==> src/rtl/mem_bus_arbiter.sv <==
// Two-port Sysbus arbiter: grants icache (port 0) or dcache (port 1) one full line transaction.
// Define MEM_BUS_ARB_FIXED_PRIO_EN for fixed priority (port 1 wins ties); default is round-robin.
module mem_bus_arbiter #(
    parameter int BUS_DATA_WIDTH = 64,
    parameter int BUS_TAG_WIDTH  = 13,
    parameter int BEATS          = 8,
    parameter int RW_BIT         = 11
) (
    input  logic                      clk,
    input  logic                      reset,
    input  logic                      p0_bus_reqcyc,
    output logic                      p0_bus_reqack,
    input  logic [BUS_DATA_WIDTH-1:0] p0_bus_req,
    input  logic [BUS_TAG_WIDTH-1:0]  p0_bus_reqtag,
    output logic                      p0_bus_respcyc,
    input  logic                      p0_bus_respack,
    output logic [BUS_DATA_WIDTH-1:0] p0_bus_resp,
    output logic [BUS_TAG_WIDTH-1:0]  p0_bus_resptag,
    input  logic                      p1_bus_reqcyc,
    output logic                      p1_bus_reqack,
    input  logic [BUS_DATA_WIDTH-1:0] p1_bus_req,
    input  logic [BUS_TAG_WIDTH-1:0]  p1_bus_reqtag,
    output logic                      p1_bus_respcyc,
    input  logic                      p1_bus_respack,
    output logic [BUS_DATA_WIDTH-1:0] p1_bus_resp,
    output logic [BUS_TAG_WIDTH-1:0]  p1_bus_resptag,
    output logic                      m_bus_reqcyc,
    input  logic                      m_bus_reqack,
    output logic [BUS_DATA_WIDTH-1:0] m_bus_req,
    output logic [BUS_TAG_WIDTH-1:0]  m_bus_reqtag,
    input  logic                      m_bus_respcyc,
    output logic                      m_bus_respack,
    input  logic [BUS_DATA_WIDTH-1:0] m_bus_resp,
    input  logic [BUS_TAG_WIDTH-1:0]  m_bus_resptag
);

    localparam int BW = (BEATS > 1) ? $clog2(BEATS) : 1;
    localparam logic [BW-1:0] LAST_BEAT = BW'(BEATS - 1);

    typedef enum logic [1:0] {IDLE, REQ, WDATA, RDATA} state_t;

    state_t        state_q;
    logic          grant_q;
    logic          is_read_q;
    logic [BW-1:0] beat_q;
`ifndef MEM_BUS_ARB_FIXED_PRIO_EN
    logic          last_q;
`endif

    logic                      grant_d;
    logic                      is_read_d;
    logic                      tie_winner;
    logic                      g_reqcyc;
    logic                      g_respack;
    logic [BUS_DATA_WIDTH-1:0] g_req;
    logic [BUS_TAG_WIDTH-1:0]  g_reqtag;
    logic                      pass_req;
    logic                      pass_resp;
    logic                      req_hs;
    logic                      resp_hs;
    logic                      data_hs;

`ifdef MEM_BUS_ARB_FIXED_PRIO_EN
    assign tie_winner = 1'b1;
`else
    assign tie_winner = ~last_q;
`endif

    assign grant_d   = (p0_bus_reqcyc & p1_bus_reqcyc) ? tie_winner : p1_bus_reqcyc;
    assign is_read_d = grant_d ? p1_bus_reqtag[RW_BIT] : p0_bus_reqtag[RW_BIT];

    assign g_reqcyc  = grant_q ? p1_bus_reqcyc  : p0_bus_reqcyc;
    assign g_respack = grant_q ? p1_bus_respack : p0_bus_respack;
    assign g_req     = grant_q ? p1_bus_req     : p0_bus_req;
    assign g_reqtag  = grant_q ? p1_bus_reqtag  : p0_bus_reqtag;

    // Request path is live in address and write-data phases; response path only in RDATA.
    assign pass_req  = (state_q == REQ) || (state_q == WDATA);
    assign pass_resp = (state_q == RDATA);
    assign req_hs    = pass_req & g_reqcyc & m_bus_reqack;
    assign resp_hs   = pass_resp & m_bus_respcyc & g_respack;
    assign data_hs   = ((state_q == WDATA) & req_hs) | resp_hs;

    always_comb begin
        m_bus_reqcyc   = pass_req & g_reqcyc;
        m_bus_req      = pass_req ? g_req : '0;
        m_bus_reqtag   = pass_req ? g_reqtag : '0;
        m_bus_respack  = resp_hs;
        p0_bus_reqack  = pass_req & ~grant_q & m_bus_reqack;
        p1_bus_reqack  = pass_req &  grant_q & m_bus_reqack;
        p0_bus_respcyc = pass_resp & ~grant_q & m_bus_respcyc;
        p1_bus_respcyc = pass_resp &  grant_q & m_bus_respcyc;
        p0_bus_resp    = (pass_resp & ~grant_q) ? m_bus_resp : '0;
        p1_bus_resp    = (pass_resp &  grant_q) ? m_bus_resp : '0;
        p0_bus_resptag = (pass_resp & ~grant_q) ? m_bus_resptag : '0;
        p1_bus_resptag = (pass_resp &  grant_q) ? m_bus_resptag : '0;
    end

    always_ff @(posedge clk) begin
        if (reset) begin
            state_q   <= IDLE;
            grant_q   <= 1'b0;
            is_read_q <= 1'b0;
            beat_q    <= '0;
`ifndef MEM_BUS_ARB_FIXED_PRIO_EN
            last_q    <= 1'b1;
`endif
        end else begin
            case (state_q)
                IDLE: begin
                    if (p0_bus_reqcyc | p1_bus_reqcyc) begin
                        grant_q   <= grant_d;
                        is_read_q <= is_read_d;
                        state_q   <= REQ;
                    end
                end
                REQ: begin
                    if (req_hs) begin
                        beat_q  <= '0;
                        state_q <= is_read_q ? RDATA : WDATA;
                    end
                end
                WDATA, RDATA: begin
                    if (data_hs) begin
                        if (beat_q == LAST_BEAT) begin
                            beat_q  <= '0;
                            state_q <= IDLE;
`ifndef MEM_BUS_ARB_FIXED_PRIO_EN
                            last_q  <= grant_q;
`endif
                        end else begin
                            beat_q <= beat_q + 1'b1;
                        end
                    end
                end
                default: state_q <= IDLE;
            endcase
        end
    end

endmodule

==> config.mk <==
export PLATFORM = sky130hd
export DESIGN_NAME = mem_bus_arbiter
export DESIGN_NICKNAME = d
export VERILOG_FILES = /design/src/rtl/mem_bus_arbiter.sv
export SDC_FILE = /design/constraint.sdc
export NUM_CORES = 1
export LEC_CHECK = 0
export BUFFER_PORTS_ARGS = -buffer_cell sky130_fd_sc_hd__buf_2
export CAP_MARGIN = 10
export CORE_AREA = 2 2 186 188
export CTS_BUF_LIST = sky130_fd_sc_hd__clkbuf_16
export DETAILED_ROUTE_END_ITERATION = 8
export DIE_AREA = 0 0 188 190
export PLACE_DENSITY = 0.44
export SYNTH_ARGS = -nofsm -noshare
export SYNTH_HDL_FRONTEND = slang
export SYNTH_SLANG_ARGS = --single-unit
==> constraint.sdc <==
create_clock -name clk -period 3.2 [get_ports clk]
set_clock_uncertainty 0.05 [all_clocks]
set_input_delay 0.48 -clock clk [delete_from_list [all_inputs] [get_ports clk]]
set_output_delay 0.48 -clock clk [all_outputs]
set_load 0.01 [all_outputs]
Word-level counts from Yosys, hierarchy flattened:

Index checks and enable logic that the tools add are counted.
Widths: inputs -> output; s select.

* add/subtract/negate cells: 1
* eq/ne operators: 8
* multiplexer cells: 22
* bitwise logic cells: 18
* reductions and logical operators: 8

Operators with widths (count)
* $mux 64: 4
* $mux 13: 4
* $and 1x1->1: 14
* $mux 3: 3
* $mux 2: 4
* $ne 2x2->1 const B: 4
* $pmux 2 s3: 1
* $pmux 3 s2: 1
* $reduce_and 3->1: 2
* $mux 1: 5
* $eq 2x2->1 const B: 2
* $reduce_and 4->1: 1
* $add 3x1->3 const B: 1
* $eq 3x3->1 const B: 1
* $eq 2x1->1 const B: 1
* $logic_not 2->1: 1
* $not 1->1: 2
* $or 1x1->1: 2
* $reduce_and 2->1: 1
* $reduce_bool 2->1: 1
* $reduce_or 2->1: 1
* $logic_or 1x1->1: 1

* bits in registers: 8
* input port bits: 239
* output and inout bits: 237

Logic depth before layout (Yosys ltp):

* depth after elaboration: 8
* gate-level depth with buffers: 7

Least setup slack after synthesis:

No wires, ideal clock.

* path kind: register to register
* start point: register state_q[1]
* end point: register beat_q[1]
* data arrival time: 2.098 ns
* data required time: 3.080 ns
* slack: 0.982 ns
* cell stages (with the launch flop): 8
* buffers on the path: 1
* period minus slack after synthesis: 2.218 ns
* path through: dfxtp_1 > inv_1 > ha_1 > clkbuf_1 > a31oi_1 > a311o_1 > or4b_1 > a21oi_1

* cells in the longest elaborated chain, start to end: 8

Ends and longest elaborated chain
* from (decl): line 42 `state_t state_q;`
* from (signal assigned): line 120 `state_q <= is_read_q ? RDATA : WDATA;`
* $eq 2x1->1 or $eq 2x2->1 (tied branches): line 78, 109, 82
* $logic_or 1x1->1: line 78 `assign pass_req = (state_q == REQ) || (state_q == WDATA);`
* $and 1x1->1 (2 in series): line 80 `assign req_hs = pass_req & g_reqcyc & m_bus_reqack;`
* $and 1x1->1: line 82 `assign data_hs = ((state_q == WDATA) & req_hs) | resp_hs;`
* $or 1x1->1: line 82
* $ne 2x2->1 (no line)
* $reduce_and 3->1 (no line)
* to (signal assigned): line 132 `beat_q <= beat_q + 1'b1;`
* to (decl): line 45 `logic [BW-1:0] beat_q;`

Several ways; a longest one is shown, not always the timed one.
A chain may end at the register's enable or synchronous reset.

Worst setup path after layout:

* start point: register state_q[1]
* end point: output m_bus_req[23]

* cells in the longest elaborated chain, start to end: 3

Ends and longest elaborated chain
* $eq 2x1->1 or $eq 2x2->1 (tied branches): line 78
* $logic_or 1x1->1 *: line 78
* $mux 64 *: line 86 `m_bus_req = pass_req ? g_req : '0;`
* to (decl): line 29 `output logic [BUS_DATA_WIDTH-1:0] m_bus_req,`

Every way passes the cells marked *; elsewhere a longest branch is shown, timed or not.

==> flow_summary_export.csv <==
group,metric,value,unit
layout,drive_gt1_frac,0.571,
power_and_ir_drop,power_leakage,3.62,nW
sta,post-route-worst-setup-slack,0.681,ns
floorplan,num_rows,68,
sta,max-slew-margin-rel,0.556,
critical_path,endpoint_kind,"primary output",
global_routing,grt_pass1_vias,4201,
yosys,synth_top_cell_by_area,"mux2i_1",
route,wl_met1,7.42,mm
yosys,synth-seq-area-share,0.0541,
placement,port_buffers,475,
critical_path,startpoint,"state_q[1]$_SDFFE_PP0P_",
clock_tree,insertion_delay,0.24,ns
floorplan,start_util,0.0872,
floorplan,die_w,188,um
floorplan,ios,476,
route,vias_per_cell,3.56,
sta,period_needed,2.52,ns
layout,layout_common_cells,"buf_2 (475), and3_1 (79), and2_1 (79), mux2i_1 (78), nor2b_1 (77)",
power_and_ir_drop,switchingPower,0.546,mW
clock_tree,cts_setup_buffers,0,
layout,antennaDiodeCount,0,
run,maxCapViolCount,0,
layout,seqCellArea,164,sq um
yosys,synthDistinctLibCells,35,
route,vias,4684,
layout,area_delta_synth_final,99.0,%
sta,finalSetupTns,0,ns
layout,layout.nets,1108,
critical_path,worst-r2r-cell-count,6,
yosys,ys_top_cells_by_area,"mux2i_1 (26%), and2_1 (17%), and3_1 (17%), nor2b_1 (16%), dfxtp_1 (5.4%)",
critical_path,crit_path_start_kind,"flip-flop",
yosys,synthFlopType,"dfxtp_1",
clock_tree,cts.sinks,8,
yosys,synthArstFlopShare,0,
sta,tightest_slew,0.666,ns
clock_tree,cts_hold_buf,0,
floorplan,die-area,35700,sq um
placement,finalWeightedCongestion,0.780,
clock_tree,cts.clk_slew.worst_paths,0.04,ns
layout,layout_commonest_cell,"buf_2",
sta,slew_viol_final,0,
floorplan,chipHeight,190,um
clock_tree,cts_tree,"built",
global_routing,grt_util_all_layers,0.0848,
yosys,synth_edf_count,0,
route,wl_met2,8.50,mm
route,wirelength,17.3,mm
yosys,synth_cells,423,
sta,setup_violations,0,
power_and_ir_drop,power.internal,0.725,mW
sta,finalCritPeriodShare,0.787,
clock_tree,numCtsBuffers,3,
sta,rsz0062_at_grt,"no",
global_routing,antenna_found_initial,1,
sta,hold_viol_final,0,
clock_tree,root_buffer,"clkbuf_16",
route,drt_iter0_markers,132,
power_and_ir_drop,power_frac_comb,0.737,
route,drtPass1Iterations,4,
sta,fmax,0.397,GHz
layout,fillCellCount,3883,
floorplan,design.core.area,33900,sq um
power_and_ir_drop,ir_drop,0.000112,V
power_and_ir_drop,p_seq_frac,0.094,
clock_tree,cts_resized,0,
critical_path,critPathSlowestCell,"buf_4",
critical_path,critical_path.max_fanout,81,
critical_path,crit_chain,"inv_1 -> ha_2 -> buf_4 -> nor2b_1 -> buf_2",
yosys,avgSynthCellArea,7.00,sq um
global_routing,grt_first_pass_wirelength,23.9,mm
placement,place_hpwl,14.6,mm
power_and_ir_drop,clkPwrFrac,0.170,
placement,dpl_worst_slack,0.935,ns
clock_tree,cts_max_path_buffers,2,
critical_path,arrival,1.99,ns
critical_path,critical_path.max_stage_delay,0.48,ns
power_and_ir_drop,swShare,0.430,
power_and_ir_drop,pwr_density_cell,216,nW/um^2
yosys,synth_area,2960,sq um
worst_hold_path,worstHoldStart,"beat_q[1]$_SDFFE_PP0P_",
worst_hold_path,hold_depth,2,
critical_path,required,2.67,ns
yosys,synth_top_area_share,0.264,
yosys,syn_nets,668,
yosys,ys_ff_latch,8,
route,wl_per_cell,13.1,um
yosys,ys_warn_count,0,
route,drc_errors,0,
worst_hold_path,hold_path.class,"reg -> reg",
global_routing,grt_max_degree,86,
route,met3_length,1.19,mm
layout,multi_input_area,2610,sq um
critical_path,crit_type,"reg -> out",
clock_tree,htreeDepth,1,
outcome,status,"complete, no violations",
global_routing,overflow,0,
route,top_layer,"met4",
critical_path,rr_startpoint,"state_q[1]$_SDFFE_PP0P_",
route,ant_nets,0,
==> power by group through the flow <==
| stage | clock network, mW | logic, mW | registers (mW) |
|---|---|---|---|
| after global placement | 0 | 0.947 | 0.121 |
| after detailed placement | 0 | 0.943 | 0.121 |
| after CTS | 0.224 | 0.948 | 0.119 |
| final | 0.216 | 0.937 | 0.119 |
| after floorplan | 0 | 0.533 | 0.114 |
| after global routing | 0.229 | 1.02 | 0.120 |
==> cell type report <==
| class | count | area share |
|---|---|---|
| Inverter | 7 | 0.00446 |
| Timing Repair Buffer | 480 | 0.414 |
| Tap cell | 455 | 0.0967 |
| Clock buffer | 3 | 0.0127 |
| Clock inverter | 1 | 0.000637 |
| Multi-Input combinational cell | 363 | 0.443 |
| Sequential cell | 8 | 0.0278 |
==> metrics by stage <==
step                instances  area, sq um  power [mW]  utilization  hold slack, ns
detailed placement       1313         5810        1.06        0.171           0.405
floorplan                 423         2960       0.647            -           0.386
global placement         1313         5810        1.07        0.171           0.392
CTS                      1317         5890        1.29        0.173           0.409
global route             1317         5890        1.37        0.173           0.439
finish                   1317         5890        1.27        0.173           0.404
==> flip-flops by register name, summed over array words and instances, names as in the netlist <==
signal     cells
last_q         1
is_read_q      1
grant_q        1
state_q        2
beat_q         3
==> kinds of logic (layout without fill, tap and decap cells) <==
logic type	Yosys count	in the layout	synth area share
AO/OA/AOI/OAI	16	16	0.0376
adder cells (fa/ha/maj)	6	6	0.0254
buffers and inverters	52	491	0.0677
flip-flops	8	8	0.0541
multiplexers	80	80	0.273
AND/OR/NAND/NOR	261	261	0.543
==> synthesized netlist by cell type, types with 2 or more instances <==
cell type,n
inv_1,7
buf_1,3
a211oi_1,2
a21oi_1,3
and2_1,79
and3_1,79
mux2i_1,78
dfxtp_1,8
nor2b_1,78
nand3_1,2
nor2_1,4
nand2_1,10
o21ai_0,4
clkbuf_1,40
ha_1,6
==> routing by layer <==
metal / global-route usage / up-vias
li1: - / 2310
met2: 0.158 / 275
met5: 0 / -
met1: 0.106 / 2090
met4: 0.0112 / 0
met3: 0.0113 / 9
==> critical path: cells and delay by family (launching register included) <==
family	cells	cell delay (ns)
buffers and inverters	3	0.71
flip-flops	1	0.41
AND/OR/NAND/NOR	1	0.21
adder cells (fa/ha/maj)	1	0.34
==> worst paths after layout <==
path	to	slack, ns
max	m_bus_req[23]	0.68
min	beat_q[1]$_SDFFE_PP0P_	0.40
max reg2reg	beat_q[1]$_SDFFE_PP0P_	1.00
min reg2reg	beat_q[1]$_SDFFE_PP0P_	0.40
(Power assumes the default switching activity.)
